[src/rtl/single_argmax.sv]
// Streaming max/argmax reducer for single-precision float vectors.
// Reduces one in_last-delimited vector to a single held result beat.
module single_argmax #(
  parameter int IDX_W = 8
) (
  input  logic               clk,
  input  logic               rst_n,
  input  logic               in_valid,
  output logic               in_ready,
  input  logic [31:0]        in_data,
  input  logic               in_last,
  output logic               out_valid,
  input  logic               out_ready,
  output logic [31:0]        out_max,
  output logic [IDX_W-1:0]   out_idx,
  output logic [IDX_W:0]     out_count,
  output logic               out_overflow
);

  localparam logic [1:0] S_FIRST = 2'd0;
  localparam logic [1:0] S_ACC   = 2'd1;
  localparam logic [1:0] S_DONE  = 2'd2;

  localparam logic [IDX_W:0] CNT_MAX = {1'b1, {IDX_W{1'b0}}};
  localparam logic [IDX_W:0] CNT_ONE = {{IDX_W{1'b0}}, 1'b1};

  logic [1:0]       state_r;
  logic [31:0]      max_r;
  logic [IDX_W-1:0] idx_r;
  logic [IDX_W:0]   cnt_r;
  logic             ovf_r;
  logic             in_ready_r;

  logic accept;
  logic take;

  // Sign-magnitude ordering; +0 and -0 are equal, NaN/Inf ordered by bits.
  function automatic logic gt(input logic [31:0] a, input logic [31:0] b);
    logic res;
    if (a[31] != b[31])
      res = !a[31] && ((a[30:0] != 31'd0) || (b[30:0] != 31'd0));
    else if (!a[31])
      res = a[30:0] > b[30:0];
    else
      res = a[30:0] < b[30:0];
    return res;
  endfunction

  assign accept = in_valid && in_ready_r && (state_r != S_DONE);
  assign take   = gt(in_data, max_r);

  always_ff @(posedge clk or negedge rst_n) begin
    if (!rst_n) begin
      state_r    <= S_FIRST;
      max_r      <= 32'd0;
      idx_r      <= '0;
      cnt_r      <= '0;
      ovf_r      <= 1'b0;
      in_ready_r <= 1'b0;
    end else begin
      case (state_r)
        S_FIRST: begin
          if (accept) begin
            max_r <= in_data;
            idx_r <= '0;
            cnt_r <= CNT_ONE;
            ovf_r <= 1'b0;
            if (in_last) begin
              state_r    <= S_DONE;
              in_ready_r <= 1'b0;
            end else begin
              state_r <= S_ACC;
            end
          end else if (!in_ready_r) begin
            // First edge after reset release.
            in_ready_r <= 1'b1;
          end
        end
        S_ACC: begin
          if (accept) begin
            if (cnt_r != CNT_MAX) begin
              if (take) begin
                max_r <= in_data;
                idx_r <= cnt_r[IDX_W-1:0];
              end
              cnt_r <= cnt_r + CNT_ONE;
            end else begin
              // Beyond capacity: drop the beat, keep the count saturated.
              ovf_r <= 1'b1;
            end
            if (in_last) begin
              state_r    <= S_DONE;
              in_ready_r <= 1'b0;
            end
          end
        end
        S_DONE: begin
          if (out_ready) begin
            state_r    <= S_FIRST;
            in_ready_r <= 1'b1;
          end
        end
        default: begin
          state_r    <= S_FIRST;
          in_ready_r <= 1'b1;
        end
      endcase
    end
  end

  assign in_ready     = in_ready_r;
  assign out_valid    = (state_r == S_DONE);
  assign out_max      = max_r;
  assign out_idx      = idx_r;
  assign out_count    = cnt_r;
  assign out_overflow = ovf_r;

endmodule

[config.mk]
export PLATFORM = sky130hd
export DESIGN_NAME = single_argmax
export DESIGN_NICKNAME = d
export VERILOG_FILES = /design/src/rtl/single_argmax.sv
export SDC_FILE = /design/constraint.sdc
export NUM_CORES = 1
export LEC_CHECK = 0
export BUFFER_PORTS_ARGS = -buffer_cell sky130_fd_sc_hd__buf_2
export CAP_MARGIN = 10
export CORE_AREA = 2 2 108 110
export CTS_CLUSTER_DIAMETER = 150
export DETAILED_ROUTE_END_ITERATION = 10
export DIE_AREA = 0 0 110 112
export PLACE_DENSITY = 0.57
export SETUP_SLACK_MARGIN = 0.3
export SYNTH_ARGS = -nofsm -noshare
export SYNTH_HDL_FRONTEND = slang
export SYNTH_SLANG_ARGS = --single-unit
[constraint.sdc]
create_clock -name clk -period 2.88 [get_ports clk]
set_input_delay 0.576 -clock clk [delete_from_list [all_inputs] [get_ports clk]]
set_output_delay 0.576 -clock clk [all_outputs]
set_load 0.01 [all_outputs]
==> results by group, run 1 <==
Placement
  • Detailed Place HPWL: about 7000 um
  • Post-Place Cells: 560
  • Final RePlAce weighted congestion: around 0.84
  • Number of buffers inserted by port buffering: 88

Pwr
  • IR Drop Worst-Case VDD: roughly 0.33 mV
  • Total power of the final layout: between 4 and 5 mW
  • Leakage dissipation: 2.29 nW
  • Power density over cell area: ~950 nW/um^2

Setup path
  • Highest-delay cell along the critical path: or3b_4
  • Critical path arrival: approximately 2900 ps
  • Maximum single-stage delay on the critical path: slightly above 400 ps
  • Critical path, cell by cell: inv_1 -> ha_1 -> nand4_4 -> nor4_4 -> or3b_4 -> a21oi_2 -> a211oi_2 -> a21boi_4 -> buf_4 -> buf_16 -> mux2_4
  • Gate family responsible for the most delay along the worst path: simple AND/OR/NAND/NOR gates
  • Kind of start point of the critical path: register
  • Maximum fanout count along the critical path: 10
  • Setup crit end kind: register
  • Register-to-register setup slack: around 160 ps
  • Start-to-end type of the worst setup path: reg -> reg
  • Endpoint required time on the critical path: 3060 ps
  • Sum of buffers and inverters on the critical path: 3

CTS
  • Hold Buf Count CTS: 0
  • Total number of H-tree levels: 2
  • Clock tree from TritonCTS: built
  • Insertion delay of the later-clocked pin in the worst-skew pair: approximately 300 ps
  • Root cell of the clock tree: clkbuf_16
  • Clk sinks: 53
  • Clock transition at the registers of the reported paths: about 70 ps
  • Number of buffers inserted during clock tree synthesis: 5
  • Number of buffers between clock root and the deepest sink: 2

Status
  • Result of the run: completed

Synthesis
  • Flop and latch count out of synthesis: 53
  • Count of unique library cells instantiated by Yosys: 38
  • Most area-hungry cell type in the Yosys netlist: dfrtp_1
  • Mean cell area of the mapped netlist: roughly 11 um^2
  • Number of instances in the synthesized netlist: between 300 and 400
  • Mapped Nets: about 380
  • Leading cell types by total area after synthesis: dfrtp_1 (40%), mux2_4 (16%), ha_1 (13%)
  • Post-Syn Area: ~3300 um^2
  • Fraction of post-synthesis cell area in the top cell type by area: between 40 and 50%
  • Part of the Yosys area used for sequential elements: between 40 and 50%
  • Number of warning messages in the yosys log: 0

Cells and area
  • Number of nets at the end of the flow: 513
  • Filler Cells Inserted: around 1100
  • Storage element area: 1330 um^2
  • Post-synthesis to final-layout area growth: 38.9%
  • Area occupied by multi-input gates: between 1500 and 2000 um^2
  • # diodes: 0
  • Fraction of layout cells with a size suffix above 1: between 40% and 50%
  • Number of standard cells in the layout, taps in and fillers out: slightly below 600

Floorplan
  • Initial cell density of the core: 29.5%
  • Die Ht: between 100 and 150 um
  • Die Footprint: about 12000 um^2
  • I/O pin count: just under 90
  • Standard cell core area: about 11000 um^2
  • Standard-cell row count: 39
  • Overall die width: around 110 um

Global routing
  • Pin count of the biggest net entering global routing: 26
  • GRT Util Overall: 15.8%
  • Antenna violations before repair: 0
  • Total gr overflow: 0
  • Via count of the first global-routing pass: between 2000 and 3000
  • Global-route wire length before repair: around 15000 um

Route
  • WL met3: approximately 500 um
  • Length of the first detailed-routing pass in iterations: 4
  • Vias per cell: 4.87
  • Total via count in the routed design: ~2900
  • M1 wire length: about 4300 um
  • DR iter-0 viols: 88
  • Wirelength per Cell: roughly 16 um
  • Number of remaining DRC errors: 0
  • Met2 wirelength from detailed routing: 4470 um
  • Final wirelength: 9370 um
  • Highest metal layer with signal wires: met4
  • Detail Route Antenna Nets: 0

STA
  • Maximum achievable frequency: roughly 0.37 GHz
  • Worst Skew: 7.02 ps
  • Relative slew slack: 61.5%
  • Setup tns final: 0 ps
  • Total of endpoints with negative setup slack in the final report: 0
  • Post-route clock period utilization: 94.5%
  • Hold violation total from the final report: 0
  • Shortest period the worst path allows: approximately 2700 ps
  • RSZ-0062 raised after global routing: yes
  • Final Max Tran Viols: 0
  • Slew at the pin with the worst max-slew slack: roughly 580 ps

Job
  • Max capacitance violation total: 0

Hold path
  • Hold crit path type: in -> async
## worst paths after layout
| path | startpoint | endpoint | cells after the start |
|---|---|---|---|
| min in group clk | in_last | state_r[0] | 2 |
| hold reg to reg | out_overflow | out_overflow | 2 |
| hold / removal | rst_n | out_count[7] | 1 |
| max in group asynchronous | rst_n | out_max[6] | 2 |
| setup / recovery | out_max[28] | out_idx[0] | 11 |
| setup reg to reg | out_max[28] | out_idx[0] | 11 |
## power by group
group | switching, mW | internal [mW]
Sequential | 0.293 | 1.02
Combinational | 1.09 | 1.31
Clock | 0.294 | 0.323
## per-layer routing
layer,GRT usage [%],vias up
li1,-,1368
met1,20.9,1407
met2,25.6,71
met3,3.45,11
met4,4.56,0
met5,0,-
## metrics by stage
step           instance area, um^2  utilization, %  setup slack [ps]  hold WS (ps)
2_1_floorplan                 3390               -               238           280
3_3_place_gp                  4190            37.5             -55.0           503
3_5_place_dp                  4190            37.5             -93.2           489
4_1_cts                       4500            40.3               163           289
5_1_grt                       4590            41.0              46.9           319
6_report                      4590            41.0               160           269
## layout by cell type (no fill, tap or decap), drive strengths merged, types with 2 or more instances in the layout
cell	count
nand3	5
a211oi	3
nor4	17
nand2b	2
ha	33
o21ai	8
nor2	16
buf	135
clkbuf	6
xor2	5
nand4	14
or3	2
mux2i	5
clkinvlp	3
nand2	16
inv	42
mux2	35
nand3b	2
a21oi	23
nor3	5
dfrtp	53
## layout make-up
type                    instances  area share, %
well taps                     143           3.90
multi-input cells             205           40.6
repair buffers                136           19.9
clock inverters                 3          0.491
inverters                      42           3.44
clock buffers                   5           2.73
flip-flops and latches         53           28.9
## cells by family after synthesis
logic type | synth area share, %
adder cells (fa/ha/maj) | 12.5
AO/OA/AOI/OAI | 7.96
buffers and inverters | 6.59
flip-flops | 40.2
XOR/XNOR | 1.33
multiplexers | 17.4
AND/OR/NAND/NOR | 14.0
## Yosys cell counts
library cell,n
dfrtp_1,53
a21oi_1,22
and3_1,1
a211oi_1,2
a211oi_2,1
a211o_1,1
buf_6,5
mux2i_1,5
nor3_1,5
a311oi_1,1
nor2_1,16
nand4_1,13
or2_2,1
mux2_4,35
nor4_2,1
o31ai_1,1
and4_2,1
ha_1,33
xor2_1,5
nand3b_1,2
or3b_1,1
a21boi_4,1
a21oi_2,1
a22oi_1,1
nor2b_1,1
o41ai_1,1
or3_1,2
inv_1,42
nand4_2,1
a221oi_1,1
nor4_1,16
nand2_1,16
nand3_1,5
clkbuf_1,1
o211ai_1,1
nand2b_1,2
nor4b_1,1
o21ai_0,8
## timing repair
item / 4_1_cts / 5_1_grt
hold endpoints to repair: 0 / 0
gates resized for setup: 8 / 4
cloned: 2 / 1
buffers inserted: 10 / 6
pin swaps: 3 / 3
setup endpoints to repair: 40 / 40
## registers in the layout (all words and copies together), names as in the netlist
signal / cells
out_max: 32
out_overflow: 1
state_r: 2
out_idx: 8
out_count: 9
in_ready: 1
Note: power is estimated with default switching activity, not from simulation.
==> run 2: changes to the inputs <==
Settings changed: ABC_AREA set to 1, CORE_AREA 2 2 108 110 to 2 2 111 113, DIE_AREA 0 0 110 112 to 0 0 113 115, PLACE_DENSITY 0.57 to 0.56.
==> run 2 against run 1 <==
Effect of this change:
- the run now ends with DRC left
- worst setup slack improved by 470 ps
- non-clock buffer count fell by 43
- via count rose by 15%
- worst hold slack got worse by 150 ps
- combinational power fell by 20%
- critical path depth rose by 4
- sequential power fell by 6%
- highest routed layer unchanged
- total power fell by 13%
- sequential cell count did not move
==> results by group, run 2 <==
Cells and area
  • Largest register FFs: 32
  • Most common library cell in the layout ignoring fill and taps: nand2_1
  • Post-synthesis to final-layout area growth: 21.3%
  • Filler Cells Inserted: 1286
  • Number of nets at the end of the flow: 627
  • Leading cell types in the layout, fill and taps excluded: nand2_1 (146), buf_2 (88), inv_1 (64)
  • Fraction of layout cells with a size suffix above 1: between 10% and 20%

CTS
  • Root cell of the clock tree: clkbuf_16
  • Post-CTS setup-driven buffer insertion count: 0
  • Number of buffers inserted during clock tree synthesis: 5
  • Clock tree from TritonCTS: built
  • Total number of H-tree levels: 2
  • Cts repair resizes: 0
  • Clk sinks: between 50 and 60
  • Hold Buf Count CTS: 0
  • Insertion delay of the later-clocked pin in the worst-skew pair: between 200 and 300 ps
  • Clock transition at the registers of the reported paths: around 70 ps
  • Number of buffers between clock root and the deepest sink: 2

Setup path
  • Critical path, cell by cell: inv_1 -> ha_1 -> nand2_1 -> nor2_1 -> and2_4 -> nand2_2 -> nor2_1 -> nor2_1 -> nand2_1 -> nand2_1 -> nand2_2 -> nand2_4 -> buf_4 -> nand3_1 -> nand2_1
  • Start-to-end type of the worst setup path: reg -> reg
  • Maximum single-stage delay on the critical path: between 300 and 400 ps
  • Maximum fanout count along the critical path: 17
  • Most used cell along the critical path: nand2_1
  • Setup crit end kind: register
  • Register-to-register setup slack: 630 ps
  • Critical path arrival: between 2000 and 2500 ps
  • Highest-delay cell along the critical path: dfrtp_1
  • Kind of start point of the critical path: register
  • Endpoint required time on the critical path: 3060 ps

Route
  • Number of remaining DRC errors: 10
  • Vias per cell: roughly 4.6
  • Detail Route Antenna Nets: 0
  • DR iter-0 viols: 190
  • Wirelength per Cell: around 13 um
  • Length of the first detailed-routing pass in iterations: 7
  • Total via count in the routed design: between 3000 and 4000
  • Final wirelength: around 9300 um

Global routing
  • Pin count of the biggest net entering global routing: roughly 40
  • Antenna violations before repair: 2
  • Most utilized layer in the global route result: met2
  • M1 GR Usage: a little under a fifth
  • GRT Util Overall: between 10% and 20%
  • Via count of the first global-routing pass: between 3000 and 4000
  • GR Util met2: 25.1%
  • Met3 GRT Util: around 4.0%
  • Total gr overflow: 0
  • Global-route wire length before repair: ~16000 um

STA
  • Slew at the pin with the worst max-slew slack: slightly below 500 ps
  • Relative slew slack: roughly two thirds
  • Shortest period the worst path allows: approximately 2300 ps
  • Post-route clock period utilization: approximately 80%
  • Hold violation total from the final report: 0
  • Hold slack: ~110 ps
  • Maximum achievable frequency: ~0.44 GHz
  • RSZ-0062 raised after global routing: no
  • Final Max Tran Viols: 0
  • Setup tns final: 0 ps
  • Worst Skew: 3.86 ps
  • Total of endpoints with negative setup slack in the final report: 0

Synthesis
  • Number of instances in the synthesized netlist: between 400 and 500
  • Count of unique library cells instantiated by Yosys: 29
  • Async SR Flop Fraction: 100%
  • Flop and latch count out of synthesis: 53
  • Fraction of post-synthesis cell area in the top cell type by area: approximately two fifths
  • Number of warning messages in the yosys log: 0
  • Leading cell types by total area after synthesis: dfrtp_1 (38%), nand2_1 (16%), ha_1 (12%)
  • Most area-hungry cell type in the Yosys netlist: dfrtp_1
  • Mapped Nets: approximately 540
  • Post-Syn Area: ~3400 um^2
  • Most frequent cell after synthesis: nand2_1
  • Dominant register cell in the synthesized netlist: dfrtp_1
  • Number of flops mapped to enable cells by yosys: 0
  • Top post-synthesis cells by count: nand2_1 (146), inv_1 (64), dfrtp_1 (53), nand3_1 (49), nor2_1 (46)
  • Mean cell area of the mapped netlist: approximately 7.3 um^2
  • Part of the Yosys area used for sequential elements: about two fifths

Floorplan
  • Die Footprint: roughly 13000 um^2
  • Standard-cell row count: 40
  • Die Ht: roughly 120 um
  • I/O pin count: 89
  • Initial cell density of the core: 29.2%
  • Standard cell core area: approximately 12000 um^2
  • Overall die width: 113 um

Pwr
  • Power density over cell area: 897 nW/um^2
  • IR Drop Worst-Case VDD: around 0.35 mV
  • Leakage dissipation: between 2 and 2.5 nW

Status
  • Failing checks: DRC
  • Result of the run: finished, violations left

Placement
  • Number of buffers inserted by port buffering: 88
  • Final RePlAce weighted congestion: about 0.85
  • Detailed Place HPWL: ~7300 um

Job
  • Max capacitance violation total: 0

Hold path
  • Hold crit path type: in -> async
[run 2: logic make-up (layout without fill, tap and decap cells)]
| group | after synthesis | count (layout) | share of synthesized area [%] |
|---|---|---|---|
| flip-flops | 53 | 53 | 38.4 |
| AND/OR/NAND/NOR | 271 | 271 | 33.9 |
| XOR/XNOR | 3 | 3 | 0.762 |
| buffers and inverters | 80 | 167 | 9.76 |
| other | 0 | 2 | 0 |
| adder cells (fa/ha/maj) | 33 | 33 | 12.0 |
| AO/OA/AOI/OAI | 31 | 31 | 5.19 |
[run 2: final timing paths]
path	startpoint	end	cells past startpoint
max	out_max[30]	out_max[10]	15
min	rst_n	out_max[9]	1
max reg2reg	out_max[30]	out_max[10]	15
min reg2reg	out_idx[4]	out_idx[4]	2
max in group asynchronous	rst_n	out_idx[7]	2
min in group clk	out_idx[4]	out_idx[4]	2
[run 2: worst max-delay path, delay by kind of cell (launching register included)]
family                     cells  cell delay (ps)
and+or+nand+nor               12             1140
DFF                            1              380
buffers and inverters          2              320
adders and majority gates      1              290
[run 2: metal layers]
metal / part of all wire [%] / wire length (um)
met5: 0 / 0
met4: 1.2 / 114
met3: 7.2 / 663
met2: 46 / 4290
met1: 45 / 4190
[run 2: final cells by class]
class                   instances  area [um^2]  area share [%]
clock inverters                 2         15.0           0.359
multi-input cells             338         1790            42.7
diodes                          2         5.00           0.120
inverters                      66          248            5.92
flip-flops and latches         53         1330            31.7
clock buffers                   6          129            3.08
well taps                     147          184            4.40
repair buffers                 93          490            11.7
[run 2: report_power, final]
part,switching [mW],internal [mW]
logic,1.21,0.700
registers,0.226,1.01
clock network,0.283,0.323
total,1.72,2.04
[run 2: through the flow]
| stage | util (%) | cells | setup slack (ps) | area, um^2 | power (mW) |
|---|---|---|---|---|---|
| after floorplan | - | 471 | 823 | 3450 | 2.53 |
| after global placement | 34.2 | 697 | 414 | 4040 | 3.12 |
| after detailed placement | 34.2 | 697 | 359 | 4040 | 3.18 |
| after CTS | 35.4 | 705 | 608 | 4180 | 3.80 |
| after global routing | 35.4 | 706 | 392 | 4180 | 4.14 |
| final | 35.4 | 707 | 627 | 4180 | 3.75 |
